File: src/rtl/seg7_pkg.sv
// Shared seven-segment definitions: segment order, blank pattern and hex glyph table.
// Patterns are {g,f,e,d,c,b,a} with 1 = lit, independent of board polarity.
package seg7_pkg;

    typedef enum logic [2:0] {
        SEG_A = 3'd0,
        SEG_B = 3'd1,
        SEG_C = 3'd2,
        SEG_D = 3'd3,
        SEG_E = 3'd4,
        SEG_F = 3'd5,
        SEG_G = 3'd6
    } seg_idx_e;

    localparam int SEG_W = 7;
    localparam logic [SEG_W-1:0] SEG_OFF = 7'h00;

    // Entry n is the glyph for hex digit n (entry 0 sits in the low bits).
    localparam logic [15:0][SEG_W-1:0] HEX2SEG = {
        7'h71, 7'h79, 7'h5E, 7'h39, 7'h7C, 7'h77, 7'h6F, 7'h7F,
        7'h07, 7'h7D, 7'h6D, 7'h66, 7'h4F, 7'h5B, 7'h06, 7'h3F
    };

endpackage

File: src/rtl/seg7_hex_decode.sv
// Combinational glyph source: hex decode of a nibble, or a raw pattern passthrough.
module seg7_hex_decode
    import seg7_pkg::*;
(
    input  logic [3:0]       nibble,
    input  logic [SEG_W-1:0] raw,
    input  logic             raw_mode,
    output logic [SEG_W-1:0] lit
);

    assign lit = raw_mode ? raw : HEX2SEG[nibble];

endmodule

File: src/rtl/seg7_scan_ctrl.sv
// Multiplexed common-anode display scanner with frame-synchronous shadow loading,
// leading-zero blanking, PWM brightness and a per-slot anti-ghosting guard.
module seg7_scan_ctrl
    import seg7_pkg::*;
#(
    parameter int NUM_DIGITS = 8,
    parameter int DIV        = 100000,
    parameter int PWM_BITS   = 4,
    parameter int GUARD      = 2,
    parameter bit ACTIVE_LOW = 1'b1
) (
    input  logic                    sys_clk,
    input  logic                    sys_rst,
    input  logic [4*NUM_DIGITS-1:0] value,
    input  logic [7*NUM_DIGITS-1:0] raw_seg,
    input  logic                    raw_mode,
    input  logic [NUM_DIGITS-1:0]   dp_in,
    input  logic [NUM_DIGITS-1:0]   digit_en,
    input  logic                    lz_blank,
    input  logic [PWM_BITS-1:0]     brightness,
    input  logic                    update,
    output logic [NUM_DIGITS-1:0]   anode,
    output logic [SEG_W-1:0]        cathode,
    output logic                    dp,
    output logic                    frame_sync
);

    localparam int SLOT_W = $clog2(DIV);
    localparam int IDX_W  = (NUM_DIGITS > 1) ? $clog2(NUM_DIGITS) : 1;
    localparam int ON_W   = SLOT_W + 1;
    localparam int STEP   = DIV >> PWM_BITS;

    localparam logic [NUM_DIGITS-1:0] AN_OFF = {NUM_DIGITS{ACTIVE_LOW}};
    localparam logic [SEG_W-1:0]      CA_OFF = {SEG_W{ACTIVE_LOW}};

    logic [SLOT_W-1:0] slot_cnt;
    logic [IDX_W-1:0]  digit_idx;
    logic              pending;
    logic              boundary;
    logic              load;

    logic [4*NUM_DIGITS-1:0] sh_value;
    logic [7*NUM_DIGITS-1:0] sh_raw;
    logic                    sh_raw_mode;
    logic [NUM_DIGITS-1:0]   sh_dp;
    logic [NUM_DIGITS-1:0]   sh_en;
    logic                    sh_lz;
    logic [PWM_BITS-1:0]     sh_bright;

    logic [4*NUM_DIGITS-1:0] eff_value;
    logic [7*NUM_DIGITS-1:0] eff_raw;
    logic                    eff_raw_mode;
    logic [NUM_DIGITS-1:0]   eff_dp;
    logic [NUM_DIGITS-1:0]   eff_en;
    logic                    eff_lz;
    logic [PWM_BITS-1:0]     eff_bright;

    logic [3:0]            cur_nib;
    logic [SEG_W-1:0]      cur_raw;
    logic                  cur_dp;
    logic                  cur_en;
    logic                  cur_blank;
    logic                  zero_run;
    logic [NUM_DIGITS-1:0] anode_sel;
    logic [SEG_W-1:0]      cur_lit;
    logic [ON_W-1:0]       on_cycles;
    logic                  slot_on;
    logic                  digit_on;

    always_ff @(posedge sys_clk or negedge sys_rst) begin
        if (!sys_rst) begin
            slot_cnt  <= '0;
            digit_idx <= '0;
        end else if (slot_cnt == SLOT_W'(DIV - 1)) begin
            slot_cnt  <= '0;
            digit_idx <= (digit_idx == IDX_W'(NUM_DIGITS - 1)) ? '0 : digit_idx + IDX_W'(1);
        end else begin
            slot_cnt  <= slot_cnt + SLOT_W'(1);
        end
    end

    assign boundary = (digit_idx == '0) && (slot_cnt == '0);
    assign load     = boundary && (pending || update);

    // Every boundary either consumes the request or had none, so pending always clears there.
    always_ff @(posedge sys_clk or negedge sys_rst) begin
        if (!sys_rst) begin
            pending <= 1'b1;
        end else if (boundary) begin
            pending <= 1'b0;
        end else if (update) begin
            pending <= 1'b1;
        end
    end

    always_ff @(posedge sys_clk or negedge sys_rst) begin
        if (!sys_rst) begin
            sh_value    <= '0;
            sh_raw      <= '0;
            sh_raw_mode <= 1'b0;
            sh_dp       <= '0;
            sh_en       <= '0;
            sh_lz       <= 1'b0;
            sh_bright   <= '0;
        end else if (load) begin
            sh_value    <= value;
            sh_raw      <= raw_seg;
            sh_raw_mode <= raw_mode;
            sh_dp       <= dp_in;
            sh_en       <= digit_en;
            sh_lz       <= lz_blank;
            sh_bright   <= brightness;
        end
    end

    // The boundary cycle already renders from the contents being loaded, so the
    // first output cycle of a frame (frame_sync) shows the new frame.
    assign eff_value    = load ? value      : sh_value;
    assign eff_raw      = load ? raw_seg    : sh_raw;
    assign eff_raw_mode = load ? raw_mode   : sh_raw_mode;
    assign eff_dp       = load ? dp_in      : sh_dp;
    assign eff_en       = load ? digit_en   : sh_en;
    assign eff_lz       = load ? lz_blank   : sh_lz;
    assign eff_bright   = load ? brightness : sh_bright;

    // Walk from the most significant digit down so zero_run marks "all zero from here up".
    always_comb begin
        cur_nib   = '0;
        cur_raw   = '0;
        cur_dp    = 1'b0;
        cur_en    = 1'b0;
        cur_blank = 1'b0;
        zero_run  = 1'b1;
        anode_sel = '0;
        for (int i = NUM_DIGITS - 1; i >= 0; i--) begin
            zero_run = zero_run && (eff_value[4*i +: 4] == 4'h0);
            if (digit_idx == IDX_W'(i)) begin
                anode_sel[i] = 1'b1;
                cur_nib      = eff_value[4*i +: 4];
                cur_raw      = eff_raw[7*i +: 7];
                cur_dp       = eff_dp[i];
                cur_en       = eff_en[i];
                cur_blank    = eff_lz && !eff_raw_mode && zero_run && (i != 0);
            end
        end
    end

    seg7_hex_decode u_hex_decode (
        .nibble   (cur_nib),
        .raw      (cur_raw),
        .raw_mode (eff_raw_mode),
        .lit      (cur_lit)
    );

    assign on_cycles = ON_W'((eff_bright + 32'd1) * STEP);
    assign slot_on   = ({1'b0, slot_cnt} >= ON_W'(GUARD)) && ({1'b0, slot_cnt} < on_cycles);
    assign digit_on  = slot_on && cur_en && !cur_blank;

    // XOR with the idle pattern applies board polarity in the output flops.
    always_ff @(posedge sys_clk or negedge sys_rst) begin
        if (!sys_rst) begin
            anode      <= AN_OFF;
            cathode    <= CA_OFF;
            dp         <= ACTIVE_LOW;
            frame_sync <= 1'b0;
        end else begin
            anode      <= (digit_on ? anode_sel : '0) ^ AN_OFF;
            cathode    <= (digit_on ? cur_lit : SEG_OFF) ^ CA_OFF;
            dp         <= (digit_on && cur_dp) ^ ACTIVE_LOW;
            frame_sync <= boundary;
        end
    end

endmodule

File: config.mk
export PLATFORM = sky130hd
export DESIGN_NAME = seg7_scan_ctrl
export DESIGN_NICKNAME = d
export VERILOG_FILES = /design/src/rtl/seg7_pkg.sv /design/src/rtl/seg7_hex_decode.sv /design/src/rtl/seg7_scan_ctrl.sv
export SDC_FILE = /design/constraint.sdc
export NUM_CORES = 1
export LEC_CHECK = 0
export ABC_AREA = 1
export CAP_MARGIN = 20
export CORE_AREA = 4 4 165 167
export CTS_CLUSTER_DIAMETER = 40
export CTS_CLUSTER_SIZE = 10
export DETAILED_ROUTE_END_ITERATION = 8
export DIE_AREA = 0 0 169 171
export PLACE_DENSITY = 0.61
export SETUP_SLACK_MARGIN = 0.4
export SYNTH_ARGS = -nofsm -noshare
export SYNTH_HDL_FRONTEND = slang
export SYNTH_SLANG_ARGS = --single-unit
File: constraint.sdc
create_clock -name sys_clk -period 13.35 [get_ports sys_clk]
set_input_delay 3.3375 -clock sys_clk [delete_from_list [all_inputs] [get_ports sys_clk]]
set_output_delay 3.3375 -clock sys_clk [all_outputs]
set_load 0.02 [all_outputs]
=== Word level (Yosys, flattened, before mapping) ===
Memories as Yosys holds them, arrays and structs flattened.
Cells that the tools add are included.

* Bits of input ports: 113
* Flip-flop bits (word level): 148
* Output and inout port bits: 17
* Memories kept: 1
* Memory bits (read-only): 112
* Logic and storage cells: 129

* Multiply operators: 1
* Reduce and logical (&&, ||, !) cells: 33
* Eq/ne operators: 8
* Order comparisons: 3
* Bitwise logic cells: 3
* Add/subtract/negate cells: 3
* Mux-type cells: 63

{| class="wikitable"
|+ Memory list
! name !! words !! bits a word !! rd ports !! clocked after Yosys merged registers in !! write ports !! RTL line !! RTL
|-
| (no name shown) || 16 || 7 || 1 || 0 || 0 || seg7_hex_decode.sv:11 || <nowiki>assign lit = raw_mode ? raw : HEX2SEG[nibble];</nowiki>
|}

{| class="wikitable"
|+ Operators by type and width
! operator !! count
|-
| 7-bit two-way mux || 11
|-
| 56-bit two-way mux || 1
|-
| 1-bit two-way mux || 36
|-
| 4-bit two-way mux || 9
|-
| 32-bit two-way mux || 1
|-
| 4-bit logical NOT || 7
|-
| 8-bit two-way mux || 3
|-
| 1-bit logical AND || 20
|-
| 17-bit by 18-bit less-than comparator with 1-bit output || 1
|-
| 17-bit by 1-bit adder with 17-bit output, second input constant || 1
|-
| 17-bit == test, second input constant || 1
|-
| 17-bit by 2-bit greater-or-equal comparator with 1-bit output, second input constant || 1
|-
| 17-bit logical NOT || 1
|-
| 5-bit by 12-bit multiplier with 17-bit output, second input constant || 1
|-
| 17-bit two-way mux || 1
|-
| 3-bit == test, second input constant || 4
|-
| 8-bit inverter || 1
|-
| 7-bit inverter || 1
|-
| 3-bit by 2-bit == test with 1-bit output, second input constant || 2
|-
| 4-bit by 1-bit adder with 5-bit output, second input constant || 1
|-
| 4-bit by 5-bit less-than comparator with 1-bit output, second input constant || 1
|-
| 3-bit by 1-bit adder with 3-bit output, second input constant || 1
|-
| 3-bit by 1-bit == test with 1-bit output, second input constant || 1
|-
| 3-bit logical NOT || 1
|-
| other kinds (5) || 6
|}

=== Depth between registers and ports, before layout ===
* Word-level depth: 19
* Depth in mapped cells: 43

=== Cells and area by module ===
A second synthesis with hierarchy kept.

* Cell total of the unflattened synthesis: 1143
* Area total of the unflattened synthesis: 8737.1 um2

{| class="wikitable"
|+ Modules (own cells, without submodules)
! module !! sequential area each (um2) !! cells an instance !! area an instance (um2) !! times used
|-
| seg7_scan_ctrl || 3724.8 || 1077 || 8401.8 || 1
|-
| seg7_hex_decode || 0.0 || 66 || 335.3 || 1
|}

=== Least setup slack after synthesis ===
OpenSTA, ideal clock, no wires.

* Path kind: input -> register
* From: in update
* To: reg cathode[3]
* Stages on the path: 35
* Data arrival time: 8.499 ns
* Data required time: 13.268 ns
* Setup slack: 4.769 ns
* Path through: nor2_1 -> inv_1 -> buf_2 -> nand3_4 -> inv_2 -> or2_2 -> o21ai_0 -> inv_1 -> ha_1 -> or2_2 -> nand2_1 -> inv_1 -> ha_1 -> xnor2_1 -> ha_1 -> ha_1 -> ha_1 -> a21oi_1 -> o21ai_0 -> nand2_1 -> o211ai_1 -> a21oi_1 -> o21ai_0 -> a31oi_1 -> xor2_1 -> ha_1 -> nand3b_1 -> nand2_1 -> a21oi_1 -> nand3_1 -> nor2_1 -> nand3_2 -> nor2_4 -> buf_6 -> nand3_2

* Elaborated cells between the ends (all ways): 74

{| class="wikitable"
|+ RTL lines
! what !! RTL line !! RTL
|-
| start, declared || seg7_scan_ctrl.sv:21 || <nowiki>input logic update,</nowiki>
|-
| 1-bit logical OR || seg7_scan_ctrl.sv:83 || <nowiki>assign load = boundary && (pending || update);</nowiki>
|-
| 1-bit logical AND || seg7_scan_ctrl.sv:83 ||
|-
| 4-bit two-way mux || -- ||
|-
| via eff_bright[1] || seg7_scan_ctrl.sv:56 || <nowiki>logic [PWM_BITS-1:0] eff_bright;</nowiki>
|-
| 4-bit by 1-bit adder with 5-bit output || seg7_scan_ctrl.sv:155 || <nowiki>assign on_cycles = ON_W'((eff_bright + 32'd1) * STEP);</nowiki>
|-
| 5-bit by 12-bit multiplier with 17-bit output || seg7_scan_ctrl.sv:155 ||
|-
| 17-bit by 18-bit less-than comparator with 1-bit output || seg7_scan_ctrl.sv:156 || <nowiki>assign slot_on = ({1'b0, slot_cnt} >= ON_W'(GUARD)) && ({1'b0, slot_cnt} < on_cycles);</nowiki>
|-
| 1-bit logical AND || seg7_scan_ctrl.sv:156 ||
|-
| 1-bit logical AND (2 in series) || seg7_scan_ctrl.sv:157 || <nowiki>assign digit_on = slot_on && cur_en && !cur_blank;</nowiki>
|-
| 7-bit two-way mux || seg7_scan_ctrl.sv:168 || <nowiki>cathode <= (digit_on ? cur_lit : SEG_OFF) ^ CA_OFF;</nowiki>
|-
| 7-bit inverter (no line) || -- ||
|-
| end signal, assigned || seg7_scan_ctrl.sv:168 ||
|-
| end, declared || seg7_scan_ctrl.sv:23 || <nowiki>output logic [SEG_W-1:0] cathode,</nowiki>
|}

The timed path passes the listed nets, and every way through them passes these cells. The select of a mux whose other input is x is not followed.
A chain may end at the register's enable or synchronous reset.

=== Worst setup path after layout ===
* From: in update
* To: reg cathode[6]

* Word-level cells in the longest chain between the ends: 18
* Elaborated cells between the ends (all ways): 74

{| class="wikitable"
|+ RTL lines
! what !! RTL line
|-
| 1-bit logical OR * || seg7_scan_ctrl.sv:83
|-
| 1-bit logical AND * || seg7_scan_ctrl.sv:83
|-
| parallel branches: the longest is 14 deep, another holds 17-bit by 18-bit less-than comparator with 1-bit output || --
|-
| 7-bit two-way mux * || seg7_scan_ctrl.sv:168
|-
| 7-bit inverter (no line) * || --
|}

Mark *: on every way between the ends. The select of a mux whose other input is x is not followed.

==> results.toml <==
[placed_design]
dpl-instance-area_um2 = 10500
gp_congestion = 0.870
dp_slack_ns = 2.82
place.port_buffers = 129
detailedPlacementHpwl_um = 18000

[finish]
synthToLayoutAreaGrowth_pct = 23.2
num-nets-final = 1491
final_area_um2 = 11000
post_route_cells_drive_above_1_share = 0.0670
fillers = 2627
diodes = 0

[floorplan]
num_rows = 59
die_height_um = 171
die_area_um2 = 28900
starting_density_of_the_core = 0.347
core_area_um2 = 25800
die_width_um = 169
design.portCount = 130

[critical_path]
path_class = "in -> reg"
critical-path-slowest-cell = "buf_4"
timing.reg2reg.worst_path_depth = 33
critical_path_peak_fanout = 80
rr_endpoint = "cathode[6]"
timing.critical_path.mode_cell = "ha_1"
worstPathArrival_ns = 10.27
critical_path.endpoint_type = "register"
reg2reg_slack_ns = 5.47
worst_r2r_startpoint = "digit_idx[0]"
cp_data_required_time_ns = 13.67
worst_setup_path_start_kind = "input port"
critical-path-max-stage-delay_ns = 0.63

[routing]
wire_per_inst_um = 14.7
initialDrtViolationCount = 582
via_density = 4.68
drt-pass1-iter-count = 5
post-route-drc-count = 0
wl_um = 24400
routed_via_count = 7791
route.antenna.remaining_nets = 0

[clock_network]
post_cts_buffers = 0
ctsResizeCount = 0
insertion_delay_ns = 0.42
clkTransAtPathRegs_ns = 0.06
cts-htree-levels = 4
clock-root-buffer = "clkbuf_16"
post_cts_hold_buffer_count = 0
numCtsBuffers = 17
clock_path_buffers = 2
clock_sinks = 148
tritoncts_clock_tree = "done"

[logic_synthesis]
yosysSeqAreaShare = 0.417
ys.warnings.count = 0
synth_cells = 1202
ff_latch_count_synth = 148
synth.area.top_cells = "dfrtp_1, nand2_1, ha_1"
avgSynthCellArea_um2 = 7.43
synthDistinctLibCells = 46
synthesis.nets = 1377
synth.largest_area_cell = "dfrtp_1"
mappedNetlistArea_um2 = 8930
synthDominantCellAreaShare = 0.367

[timing]
final.period_utilization = 0.745
timing.max_slew.rel_slack = 0.412
fin_worst_skew_ns = 0.0117
final-hold-violation-count = 0
timing.setup.tns_ns = 0
finalHoldWorstSlack_ns = 0.471
final_setup_viols = 0
fin_ws_ns = 3.40
max_freq_ghz = 0.101
timing_max_transition_violations_final = 0
setup_repair_after_global_routing_missed_its_margin = "false"
post-route-min-period_ns = 9.95
worstMarginPinSlew_ns = 0.882

[grt]
antenna_found_initial = 0
grt_pass1_wl_um = 39500
grt.overflow.total = 0
grt.total_usage = 0.172
via_count_of_the_first_global_routing_pass = 7458
maximum_number_of_pins_on_one_net_before_global_route_repair = 85

[hold_path]
holdCritStartpoint = "sh_raw[19]"
worst_hold_path_type = "reg -> reg"
holdPathEnd = "sh_raw[19]"
worst_hold_path_cells = 2

[run]
cap_viol_max_count = 0

[power_and_ir_drop]
pwr_density_cell_nw_per_um2 = 97.8
p_leak_nw = 5.73
worst_ir_drop_vdd_uv = 70.0

[run_status]
outcome = "finished, final reports clean"
synth_stat cells (all sizes together):
library cell / number
nand2: 492
inv: 155
dfrtp: 131
nand3: 78
ha: 61
a21oi: 48
nor2: 47
o21ai: 45
buf: 28
dfstp: 17
nor3: 15
a31oi: 14
nand4: 14
clkbuf: 10
xor2: 9
o21bai: 6
xnor2: 6
o211ai: 5
or2: 5
nor4: 3
nand3b: 2
o21a: 2
a211oi: 1
a21o: 1
and2: 1
and3: 1
fa: 1
nor3b: 1
o221ai: 1
o22ai: 1
o31ai: 1
flip-flops by register name, summed over array words and instances (netlist names):
signal and count:
slot_cnt 17, frame_sync 1, pending 1, dp 1, sh_lz 1, sh_bright 4
cathode 7, sh_en 8, digit_idx 3, sh_dp 8, anode 8, sh_value 32
sh_raw 56, sh_raw_mode 1
critical path, delay by kind of cell:
kind	cells	cell delay [ns]
AND/OR/NAND/NOR	12	2.42
buffers and inverters	4	1.55
AO/OA/AOI/OAI	7	1.15
XOR/XNOR	2	0.30
adder cells (fa/ha/maj)	5	1.48
layer usage:
metal  vias up  wire length, um  GRT usage
met5         -                0          0
met1      3549            11500      0.239
li1       4007                -          -
met3        29             1400     0.0335
met4         0              366     0.0434
met2       206            11200      0.279
worst max path at each step:
stage	cells past startpoint	startpoint	to	slack [ns]
final	30	update	cathode[6]	3.40
after CTS	30	update	cathode[2]	3.27
after global routing	30	update	cathode[0]	2.62
after detailed placement	30	update	cathode[2]	2.82
after global placement	30	update	cathode[1]	3.03
after floorplan	35	update	cathode[3]	4.77
stage by stage:
step	power [mW]	std cells	util
after CTS	1.09	1663	0.427
after global placement	0.638	1632	0.406
after global routing	1.13	1663	0.427
final	1.08	1663	0.427
after detailed placement	0.640	1632	0.406
after floorplan	0.568	1202	-
cells in the final DEF, fill, tap and decap left out, types with 2 or more instances in the layout:
cell type        netlist  layout
nand4_1               13      13
nor2_4                 3       3
inv_2                  3       3
o211ai_1               5       5
inv_6                  0       2
nor2_1                38      38
ha_1                  61      61
or2_2                  4       4
a31oi_1               14      14
clkbuf_16              0      17
xnor2_1                6       6
nand3_1               72      72
nor4_1                 3       3
o21bai_1               6       6
nand3b_1               2       2
dfstp_2               17      17
nor3_1                15      15
a21oi_1               46      46
clkdlybuf4s50_1        0     128
nand2_2               10      10
inv_1                152     152
nand2_1              482     482
o21ai_0               34      34
buf_4                  3       4
clkinvlp_4             0       5
nand3_2                5       5
a21oi_2                2       2
dfrtp_1              131     131
clkinv_2               0       5
xor2_1                 9       9
o21a_1                 2       2
o21ai_1               10      10
nor2_2                 5       5
final cells by class:
type,count,area [um2],area share
clock buffers,18,439,0.0399
clock inverters,13,110,0.0100
inverters,155,582,0.0529
multi-input cells,861,4400,0.400
flip-flops and latches,148,3720,0.339
well taps,335,419,0.0381
repair buffers,133,1320,0.120
report_power, final:
| part | internal, mW | leakage, nW | switching (mW) |
|---|---|---|---|
| registers | 0.468 | 1.81 | 0.00486 |
| logic | 0.0723 | 3.66 | 0.0866 |
| clock network | 0.259 | 0.260 | 0.185 |
cells by family after synthesis:
kind of cell,synth area share
buffers and inverters,0.0894
and+or+nand+nor,0.313
adders and majority gates,0.0877
DFF,0.417
xor gates and xnor gates,0.0147
AOI/OAI and AO/OA,0.0783
No activity file was read; power rests on OpenSTA's default activity.
